`src/rtl/dfr_batch_controller_if.sv`:
```
// Handshake and configuration bundle between the DFR batch sequencer, the register
// file and the reservoir / matrix-multiply engines.
interface dfr_batch_controller_if #(
  parameter int INIT_CNT_WIDTH   = 16,
  parameter int SAMPLE_CNT_WIDTH = 16,
  parameter int TIMEOUT_WIDTH    = 16,
  parameter int BATCH_CNT_WIDTH  = 8
);
  logic                        start;
  logic                        abort;
  logic                        cfg_continuous;
  logic [INIT_CNT_WIDTH-1:0]   cfg_num_init;
  logic [SAMPLE_CNT_WIDTH-1:0] cfg_num_samples;
  logic [TIMEOUT_WIDTH-1:0]    cfg_timeout;
  logic                        reservoir_valid;
  logic                        reservoir_filled;
  logic                        matrix_multiply_busy;

  logic                        busy;
  logic                        reservoir_rst;
  logic                        reservoir_en;
  logic                        reservoir_history_en;
  logic                        reservoir_history_rst;
  logic                        matrix_multiply_rst;
  logic                        matrix_multiply_start;
  logic [SAMPLE_CNT_WIDTH-1:0] sample_idx;
  logic [BATCH_CNT_WIDTH-1:0]  batch_count;
  logic                        dfr_done;
  logic                        timeout_err;

  // The sequencer drives the engines, so it takes the master side.
  modport master (
    input  start, abort, cfg_continuous, cfg_num_init, cfg_num_samples, cfg_timeout,
    input  reservoir_valid, reservoir_filled, matrix_multiply_busy,
    output busy, reservoir_rst, reservoir_en, reservoir_history_en, reservoir_history_rst,
    output matrix_multiply_rst, matrix_multiply_start, sample_idx, batch_count,
    output dfr_done, timeout_err
  );

  modport slave (
    output start, abort, cfg_continuous, cfg_num_init, cfg_num_samples, cfg_timeout,
    output reservoir_valid, reservoir_filled, matrix_multiply_busy,
    input  busy, reservoir_rst, reservoir_en, reservoir_history_en, reservoir_history_rst,
    input  matrix_multiply_rst, matrix_multiply_start, sample_idx, batch_count,
    input  dfr_done, timeout_err
  );
endinterface

```
`src/rtl/dfr_batch_controller.sv`:
```
// Batch sequencer for the hybrid DFR core: warm-up and run sampling of the reservoir,
// then one matrix-multiply launch, with per-wait watchdog, abort and back-to-back mode.
//
// state     | meaning
// IDLE      | waiting for start
// CLEAR     | clear reservoir, history and matrix multiply; zero sample counters
// INIT_REQ  | request one warm-up sample
// INIT_WAIT | wait for warm-up sample
// RUN_REQ   | request one run sample
// RUN_WAIT  | wait for run sample, capture it into history
// MM_START  | launch matrix multiply
// MM_WAIT   | wait for matrix multiply busy to rise and then fall
// DONE      | batch complete; count it, loop or return to IDLE
// ABORT     | abort / watchdog cleanup, then IDLE
module dfr_batch_controller #(
  parameter int INIT_CNT_WIDTH   = 16,
  parameter int SAMPLE_CNT_WIDTH = 16,
  parameter int TIMEOUT_WIDTH    = 16,
  parameter int BATCH_CNT_WIDTH  = 8
) (
  input  logic                   clk,
  input  logic                   rst,
  dfr_batch_controller_if.master bus
);

  typedef enum logic [3:0] {
    S_IDLE,
    S_CLEAR,
    S_INIT_REQ,
    S_INIT_WAIT,
    S_RUN_REQ,
    S_RUN_WAIT,
    S_MM_START,
    S_MM_WAIT,
    S_DONE,
    S_ABORT
  } state_t;

  state_t                      state;
  state_t                      state_nxt;

  logic [INIT_CNT_WIDTH-1:0]   num_init_q;
  logic [SAMPLE_CNT_WIDTH-1:0] num_samples_q;
  logic [TIMEOUT_WIDTH-1:0]    timeout_q;
  logic                        continuous_q;

  logic [INIT_CNT_WIDTH-1:0]   init_cnt;
  logic [INIT_CNT_WIDTH-1:0]   init_cnt_inc;
  logic [SAMPLE_CNT_WIDTH-1:0] sample_idx_q;
  logic [SAMPLE_CNT_WIDTH-1:0] sample_idx_inc;
  logic [TIMEOUT_WIDTH-1:0]    wd_cnt;
  logic [BATCH_CNT_WIDTH-1:0]  batch_cnt_q;
  logic                        seen_busy;
  logic                        timeout_err_q;
  logic                        zero_done_q;

  logic                        idle_start;
  logic                        in_wait;
  logic                        wd_load;
  logic                        wd_expired;
  logic                        wd_fire;
  logic                        sample_ok;
  logic                        mm_finished;

  assign init_cnt_inc   = init_cnt + 1'b1;
  assign sample_idx_inc = sample_idx_q + 1'b1;

  assign idle_start  = (state == S_IDLE) && bus.start;
  assign in_wait     = (state == S_INIT_WAIT) || (state == S_RUN_WAIT) || (state == S_MM_WAIT);
  assign wd_load     = (state == S_INIT_REQ) || (state == S_RUN_REQ) || (state == S_MM_START);
  assign sample_ok   = bus.reservoir_valid && !bus.abort;
  assign mm_finished = seen_busy && !bus.matrix_multiply_busy;

  // Watchdog is a down-counter loaded with timeout-1 on the request cycle, so it
  // reaches zero after exactly `timeout` cycles in the wait state.
  assign wd_expired = (timeout_q != '0) && (wd_cnt == '0);
  assign wd_fire    = in_wait && (state_nxt == S_ABORT) && !bus.abort;

  always_comb begin
    state_nxt = state;
    if ((state != S_IDLE) && bus.abort) begin
      state_nxt = S_ABORT;
    end else begin
      case (state)
        S_IDLE: begin
          if (bus.start && (bus.cfg_num_samples != '0)) state_nxt = S_CLEAR;
        end
        S_CLEAR: begin
          state_nxt = (num_init_q != '0) ? S_INIT_REQ : S_RUN_REQ;
        end
        S_INIT_REQ: state_nxt = S_INIT_WAIT;
        S_INIT_WAIT: begin
          if (bus.reservoir_valid) begin
            state_nxt = (init_cnt_inc == num_init_q) ? S_RUN_REQ : S_INIT_REQ;
          end else if (wd_expired) begin
            state_nxt = S_ABORT;
          end
        end
        S_RUN_REQ: state_nxt = S_RUN_WAIT;
        S_RUN_WAIT: begin
          if (bus.reservoir_valid) begin
            state_nxt = (sample_idx_inc == num_samples_q) ? S_MM_START : S_RUN_REQ;
          end else if (wd_expired) begin
            state_nxt = S_ABORT;
          end
        end
        S_MM_START: state_nxt = S_MM_WAIT;
        S_MM_WAIT: begin
          if (mm_finished) begin
            state_nxt = S_DONE;
          end else if (wd_expired) begin
            state_nxt = S_ABORT;
          end
        end
        S_DONE:  state_nxt = continuous_q ? S_CLEAR : S_IDLE;
        S_ABORT: state_nxt = S_IDLE;
        default: state_nxt = S_IDLE;
      endcase
    end
  end

  always_ff @(posedge clk) begin
    if (rst) begin
      state         <= S_IDLE;
      num_init_q    <= '0;
      num_samples_q <= '0;
      timeout_q     <= '0;
      continuous_q  <= 1'b0;
      init_cnt      <= '0;
      sample_idx_q  <= '0;
      wd_cnt        <= '0;
      batch_cnt_q   <= '0;
      seen_busy     <= 1'b0;
      timeout_err_q <= 1'b0;
      zero_done_q   <= 1'b0;
    end else begin
      state       <= state_nxt;
      zero_done_q <= idle_start && (bus.cfg_num_samples == '0);

      // Configuration is sampled on every entry to CLEAR, including continuous loops.
      if (state_nxt == S_CLEAR) begin
        num_init_q    <= bus.cfg_num_init;
        num_samples_q <= bus.cfg_num_samples;
        timeout_q     <= bus.cfg_timeout;
        continuous_q  <= bus.cfg_continuous;
      end

      if (idle_start) begin
        timeout_err_q <= 1'b0;
      end else if (wd_fire) begin
        timeout_err_q <= 1'b1;
      end

      if (state == S_CLEAR) begin
        init_cnt     <= '0;
        sample_idx_q <= '0;
      end
      if ((state == S_INIT_WAIT) && sample_ok) init_cnt <= init_cnt_inc;
      if ((state == S_RUN_WAIT) && sample_ok) sample_idx_q <= sample_idx_inc;

      if (wd_load) begin
        wd_cnt <= timeout_q - 1'b1;
      end else if (in_wait && (wd_cnt != '0)) begin
        wd_cnt <= wd_cnt - 1'b1;
      end

      if (state == S_MM_START) begin
        seen_busy <= 1'b0;
      end else if ((state == S_MM_WAIT) && bus.matrix_multiply_busy) begin
        seen_busy <= 1'b1;
      end

      if (state == S_DONE) batch_cnt_q <= batch_cnt_q + 1'b1;
    end
  end

  assign bus.busy                  = (state != S_IDLE);
  assign bus.reservoir_rst         = (state == S_CLEAR) || (state == S_ABORT);
  assign bus.matrix_multiply_rst   = (state == S_CLEAR) || (state == S_ABORT);
  assign bus.reservoir_history_rst = (state == S_CLEAR);
  assign bus.reservoir_en          = (state == S_INIT_REQ) || (state == S_RUN_REQ);
  assign bus.matrix_multiply_start = (state == S_MM_START);
  assign bus.reservoir_history_en  = (state == S_RUN_WAIT) && bus.reservoir_valid &&
                                     bus.reservoir_filled;
  assign bus.dfr_done              = (state == S_DONE) || zero_done_q;
  assign bus.sample_idx            = sample_idx_q;
  assign bus.batch_count           = batch_cnt_q;
  assign bus.timeout_err           = timeout_err_q;

endmodule

```
`src/flat_wrapper.sv`:
```
// flat-port wrapper written by rule: the top's interface ports become plain ports
module dfr_batch_controller_flat 
#(
  parameter int INIT_CNT_WIDTH   = 16,
  parameter int SAMPLE_CNT_WIDTH = 16,
  parameter int TIMEOUT_WIDTH    = 16,
  parameter int BATCH_CNT_WIDTH  = 8
)
  (clk, rst, bus_start, bus_abort, bus_cfg_continuous, bus_cfg_num_init, bus_cfg_num_samples, bus_cfg_timeout, bus_reservoir_valid, bus_reservoir_filled, bus_matrix_multiply_busy, bus_busy, bus_reservoir_rst, bus_reservoir_en, bus_reservoir_history_en, bus_reservoir_history_rst, bus_matrix_multiply_rst, bus_matrix_multiply_start, bus_sample_idx, bus_batch_count, bus_dfr_done, bus_timeout_err);
  dfr_batch_controller_if #(.INIT_CNT_WIDTH(INIT_CNT_WIDTH), .SAMPLE_CNT_WIDTH(SAMPLE_CNT_WIDTH), .TIMEOUT_WIDTH(TIMEOUT_WIDTH), .BATCH_CNT_WIDTH(BATCH_CNT_WIDTH)) bus_i ();
  input  logic clk;
  input  logic rst;
  input wire logic [$bits(bus_i.start)-1:0] bus_start;
  input wire logic [$bits(bus_i.abort)-1:0] bus_abort;
  input wire logic [$bits(bus_i.cfg_continuous)-1:0] bus_cfg_continuous;
  input wire logic [$bits(bus_i.cfg_num_init)-1:0] bus_cfg_num_init;
  input wire logic [$bits(bus_i.cfg_num_samples)-1:0] bus_cfg_num_samples;
  input wire logic [$bits(bus_i.cfg_timeout)-1:0] bus_cfg_timeout;
  input wire logic [$bits(bus_i.reservoir_valid)-1:0] bus_reservoir_valid;
  input wire logic [$bits(bus_i.reservoir_filled)-1:0] bus_reservoir_filled;
  input wire logic [$bits(bus_i.matrix_multiply_busy)-1:0] bus_matrix_multiply_busy;
  output wire logic [$bits(bus_i.busy)-1:0] bus_busy;
  output wire logic [$bits(bus_i.reservoir_rst)-1:0] bus_reservoir_rst;
  output wire logic [$bits(bus_i.reservoir_en)-1:0] bus_reservoir_en;
  output wire logic [$bits(bus_i.reservoir_history_en)-1:0] bus_reservoir_history_en;
  output wire logic [$bits(bus_i.reservoir_history_rst)-1:0] bus_reservoir_history_rst;
  output wire logic [$bits(bus_i.matrix_multiply_rst)-1:0] bus_matrix_multiply_rst;
  output wire logic [$bits(bus_i.matrix_multiply_start)-1:0] bus_matrix_multiply_start;
  output wire logic [$bits(bus_i.sample_idx)-1:0] bus_sample_idx;
  output wire logic [$bits(bus_i.batch_count)-1:0] bus_batch_count;
  output wire logic [$bits(bus_i.dfr_done)-1:0] bus_dfr_done;
  output wire logic [$bits(bus_i.timeout_err)-1:0] bus_timeout_err;
  assign bus_i.start = bus_start;
  assign bus_i.abort = bus_abort;
  assign bus_i.cfg_continuous = bus_cfg_continuous;
  assign bus_i.cfg_num_init = bus_cfg_num_init;
  assign bus_i.cfg_num_samples = bus_cfg_num_samples;
  assign bus_i.cfg_timeout = bus_cfg_timeout;
  assign bus_i.reservoir_valid = bus_reservoir_valid;
  assign bus_i.reservoir_filled = bus_reservoir_filled;
  assign bus_i.matrix_multiply_busy = bus_matrix_multiply_busy;
  assign bus_busy = bus_i.busy;
  assign bus_reservoir_rst = bus_i.reservoir_rst;
  assign bus_reservoir_en = bus_i.reservoir_en;
  assign bus_reservoir_history_en = bus_i.reservoir_history_en;
  assign bus_reservoir_history_rst = bus_i.reservoir_history_rst;
  assign bus_matrix_multiply_rst = bus_i.matrix_multiply_rst;
  assign bus_matrix_multiply_start = bus_i.matrix_multiply_start;
  assign bus_sample_idx = bus_i.sample_idx;
  assign bus_batch_count = bus_i.batch_count;
  assign bus_dfr_done = bus_i.dfr_done;
  assign bus_timeout_err = bus_i.timeout_err;
  dfr_batch_controller #(.INIT_CNT_WIDTH(INIT_CNT_WIDTH), .SAMPLE_CNT_WIDTH(SAMPLE_CNT_WIDTH), .TIMEOUT_WIDTH(TIMEOUT_WIDTH), .BATCH_CNT_WIDTH(BATCH_CNT_WIDTH)) u_core (.clk(clk), .rst(rst), .bus(bus_i));
endmodule
```
`config.mk`:
```
export PLATFORM = sky130hd
export DESIGN_NAME = dfr_batch_controller_flat
export DESIGN_NICKNAME = d
export VERILOG_FILES = /design/src/rtl/dfr_batch_controller_if.sv /design/src/rtl/dfr_batch_controller.sv /design/src/flat_wrapper.sv
export SDC_FILE = /design/constraint.sdc
export NUM_CORES = 1
export LEC_CHECK = 0
export ABC_AREA = 1
export CAP_MARGIN = 15
export CORE_UTILIZATION = 56
export DETAILED_ROUTE_END_ITERATION = 12
export GPL_ROUTABILITY_DRIVEN = 0
export HOLD_SLACK_MARGIN = 0.03
export PLACE_DENSITY = 0.83
export SLEW_MARGIN = 10
export SYNTH_ARGS = -nofsm -noshare
export SYNTH_HDL_FRONTEND = slang
export SYNTH_SLANG_ARGS = --single-unit
```
`constraint.sdc`:
```
create_clock -name clk -period 3.07 [get_ports clk]
set_clock_uncertainty 0.2 [all_clocks]
set_input_delay 0.614 -clock clk [delete_from_list [all_inputs] [get_ports clk]]
set_output_delay 0.614 -clock clk [all_outputs]
set_load 0.005 [all_outputs]
```
# == After elaboration in Yosys (flattened, before gate mapping) ==
# Cells that the tools add are included.
# totals
out_inout_bits,33
register_bits,112
# classes
n_mux,16
add_sub_neg,5
n_reduce_logical,36
eq_ne,13
# op_table
cell,n
16-bit two-way mux,5
16-bit nonzero test,4
4-bit one-hot mux with 9 select lines,1
"16-bit by 1-bit adder with 16-bit output, second input constant",2
16-bit equality test,2
16-bit zero test,2
"16-bit by 1-bit subtractor with 16-bit output, second input constant",2
4-bit two-way mux,6
"4-bit by 3-bit equality test with 1-bit output, second input constant",4
1-bit logical AND,15
"4-bit equality test, second input constant",3
"8-bit by 1-bit adder with 8-bit output, second input constant",1
"4-bit by 1-bit equality test with 1-bit output, second input constant",2
"4-bit by 2-bit equality test with 1-bit output, second input constant",2
1-bit logical OR,6
3-bit two-way mux,2
2-bit nonzero test,3
4-bit zero test,1
4-bit nonzero test,1
2-bit OR reduction,2
1-bit zero test,2
2-bit two-way mux,1
1-bit two-way mux,1

# == Logic depth before layout (Yosys ltp) ==
# logic_depth
depth_word,9
depth_mapped,22

# == Worst setup path before layout ==
# Ideal clock, no wire load.
# synth_path
path_type,register to register
startpoint,register u_core.init_cnt[0]
endpoint,register u_core.num_init_q[15]
arrival_time_ps,2287
stages_incl_launch_ff,20
slack_ps,470
setup_ps,113
synth_period_minus_slack_ps,2600
required_time_ps,2757
n_path_buf,2
cell_sequence,dfxtp_1 -> ha_1 -> nand3_2 -> nor2_4 -> nand2_1 -> nor2_2 -> xor2_1 -> nand2_1 -> nand2_1 -> nor2_1 -> nand2_1 -> nand2_1 -> nand2_1 -> nand4_2 -> inv_1 -> buf_4 -> buf_4 -> nand3_1 -> nand2_1 -> nor2_1
# synth_via
elab_chain_len,7
# synth_lines
element,line_no,source
from (decl),dfr_batch_controller.sv:47,logic [INIT_CNT_WIDTH-1:0] init_cnt;
from (signal assigned),dfr_batch_controller.sv:158,if ((state == S_INIT_WAIT) && sample_ok) init_cnt <= init_cnt_inc;
16-bit by 1-bit adder with 16-bit output,dfr_batch_controller.sv:65,assign init_cnt_inc = init_cnt + 1'b1;
16-bit equality test,dfr_batch_controller.sv:94,state_nxt = (init_cnt_inc == num_init_q) ? S_RUN_REQ : S_INIT_REQ;
3-bit two-way mux,dfr_batch_controller.sv:94,
4-bit two-way mux,dfr_batch_controller.sv:93,if (bus.reservoir_valid) begin
4-bit one-hot mux with 9 select lines,dfr_batch_controller.sv:84,case (state)
4-bit two-way mux,dfr_batch_controller.sv:81,if ((state != S_IDLE) && bus.abort) begin
4-bit by 1-bit equality test with 1-bit output,dfr_batch_controller.sv:141,if (state_nxt == S_CLEAR) begin
to (signal assigned),dfr_batch_controller.sv:142,num_init_q <= bus.cfg_num_init;
to (decl),dfr_batch_controller.sv:42,logic [INIT_CNT_WIDTH-1:0] num_init_q;
# No other way between the ends.
# A chain may end at the register's enable or synchronous reset.

# == Worst setup path in the final report ==
# layout_path
startpoint,input port bus_reservoir_valid
endpoint,output port bus_reservoir_history_en
# layout_via
elab_chain_len,2
# layout_lines
element,line_no,source
from (decl),flat_wrapper.sv:19,input wire logic [$bits(bus_i.reservoir_valid)-1:0] bus_reservoir_valid;
1-bit logical AND (2 in a row),dfr_batch_controller.sv:183,assign bus.reservoir_history_en = (state == S_RUN_WAIT) && bus.reservoir_valid &&
to (decl),flat_wrapper.sv:25,output wire logic [$bits(bus_i.reservoir_history_en)-1:0] bus_reservoir_history_en;
# No other way between the ends.

==> impl_metrics.toml <==
[final_layout]
synthToLayoutAreaGrowth_pct = 23.8
drive_above_1_share_pct = 7.75
fin_cells = 1356
diodes = 0
nets = 1268

[worst_setup_path]
cp.required_ns = 2.26
worst-setup-path-type = "in2out"
critPathMaxFanout = 5
r2r-start = "u_core.init_cnt[7]"
cp-start-kind = "input port"
cp.arrival_ns = 2.18
endpoint_kind = "output pin"
crit_path_start = "bus_reservoir_valid"

[die]
core_um2 = 11600
dieHeight_um = 112
die_area_um2 = 12500
ios = 89
die_w_um = 112
placement_rows = 39
start_util_pct = 58.2

[synthesis]
synth-seq-cells = 112
synth_largest_area_cell = "dfxtp_1"
yosysMostFrequentCell = "nand2_1"
yosysSeqAreaShare_pct = 33.3
syn_area_um2 = 6730
yosysWarnings = 0
synthCells = 1111
synthArstFlopShare_pct = 0
synth_edf_count = 0
synth_common_cells = "nand2_1 (286), nor2_1 (190), inv_1 (162), nand3_1 (120), dfxtp_1 (112)"
yosysUniqueCellTypes = 41
synth.avg_cell_area_um2 = 6.05
synth_ff_type = "dfxtp_1"
syn_nets = 1171
synth_top_cell_area_share_pct = 33.3
netlist_top_cells_area = "dfxtp_1 (33%), nand2_1 (16%), nor2_1 (11%)"

[routing]
via_count = 7221
routed_wirelength_um = 18400
via_per_inst = 5.33
antenna_left = 0
route.detailed.drc = 5
routedWlPerCell_um = 13.5
drt_pass1_iterations = 9
first_iter_violations = 537

[clock_tree]
clkTransAtPathRegs_ns = 0.07
numCtsBuffers = 9
cts_tree = "built"
root_buffer = "clkbuf_16"
cts-htree-levels = 3
clk_path_buf_depth = 2
hold_buffers = 0
clk_latency_ns = 0.36
numClockSinks = 112

[place]
port_buffers = 88
place_hpwl_um = 12800
dp.cells = 1333
dp_slack_ns = 0.00522

[global_routing]
grt_max_degree = 43
grt.overflow.total = 0
grt_first_pass_wirelength_um = 29500
grt_antenna_before_repair = 0
grt_use_total_pct = 29.1
grt_pass1_vias = 6543

[status]
violations = "design-rule violations"
status = "complete, but fails checks"

[sta]
fmax_mhz = 334
final.period_utilization_pct = 97.6
tns_ns = 0
setup_ws_ns = 0.0724
hold_violations = 0
whs_ns = 0.266
slew_viol_final = 0
tightest_slew_ns = 0.618
max-slew-margin-rel_pct = 58.5
fin_crit_ns = 3.00
setup_viol = 0

[job]
cap_violations = 0

[power]
power_density_nw_per_um2 = 875
cellLeakagePower_nw = 3.70
ir_worst_vdd_mv = 0.493

[worst_hold_path]
hold_start = "u_core.bus.batch_count[7]"
hold_path_class = "reg2reg"
==> final timing paths <==
check | to | slack, ns | cells after the start
max | bus_reservoir_history_en | 0.07 | 7
min | u_core.bus.batch_count[7] | 0.27 | 2
max reg2reg | u_core.num_init_q[9] | 0.12 | 18
min reg2reg | u_core.bus.batch_count[7] | 0.27 | 2
==> flip-flops by register name, summed over array words and instances (netlist names) <==
signal                  cells
u_core.timeout_q           16
u_core.bus.timeout_err      1
u_core.num_samples_q       16
u_core.bus.batch_count      8
u_core.num_init_q          16
u_core.continuous_q         1
u_core.init_cnt            16
u_core.seen_busy            1
u_core.zero_done_q          1
u_core.state                4
u_core.bus.sample_idx      16
u_core.wd_cnt              16
==> cells by family (layout without fill, tap and decap cells) <==
family	count (synthesis)	after routing	share of synthesized area [%]
AOI/OAI and AO/OA	107	107	8.78
buffers and inverters	201	303	11.9
adders and majority gates	4	4	0.744
xor gates and xnor gates	19	19	2.68
DFF	112	112	33.3
and+or+nand+nor	668	668	42.6
==> metrics by stage <==
step	area, µm²	util, %	total power, mW
floorplan	6730	-	4.75
detailed placement	7850	67.9	5.67
finish	8330	72.0	7.28
CTS	8150	70.5	6.88
global placement	7850	67.9	5.60
global route	8330	72.0	7.84
==> power breakdown <==
part	internal (mW)	switching [mW]	total, mW
Sequential	1.79	0.250	2.04
Combinational	1.63	2.42	4.04
Clock	0.659	0.538	1.20
Total	4.08	3.20	7.28
==> timing repair <==
action	CTS	global route
endpoints found under the setup margin	1	54
setup buffers	0	3
cloned	0	4
resized for setup	1	26
pin swaps	0	6
==> worst max-delay path, cell delays in order <==
cell and delay (ns):
clkdlybuf4s50_1 0.53, inv_1 0.08, buf_4 0.15, nor2_1 0.09
inv_1 0.10, nor2_1 0.10, clkdlybuf4s50_1 0.51
==> cell type report <==
type                       count  area [µm²]
multi-input combinational    798        3750
fill                        1004        3240
sequential                   112        2250
timing repair buffer         122        1240
inverter                     165         619
clock buffer                  14         254
tap                          143         179
clock inverter                 2        38.8
==> metal layers <==
layer	routed length, µm	global-route usage [%]
met4	467	10.2
met5	0	0
met2	9090	50.7
met1	7780	35.5
met3	1040	5.93
==> cells in the final DEF (no fill, tap or decap), drive strengths merged, types with 4 or more instances in the layout <==
cell type / Yosys / final
nand3b: 8 / 8
o21ai: 39 / 39
o21bai: 8 / 8
nor2: 197 / 197
or2: 7 / 7
nand2: 290 / 290
nor4: 5 / 5
clkbuf: 15 / 16
nand3: 121 / 121
nand4: 24 / 24
buf: 21 / 32
inv: 163 / 164
nor3: 13 / 13
clkdlybuf4s50: 0 / 88
dfxtp: 112 / 112
a21oi: 49 / 49
xor2: 10 / 10
ha: 4 / 4
xnor2: 8 / 8
Power figures use the tool's default switching activity.
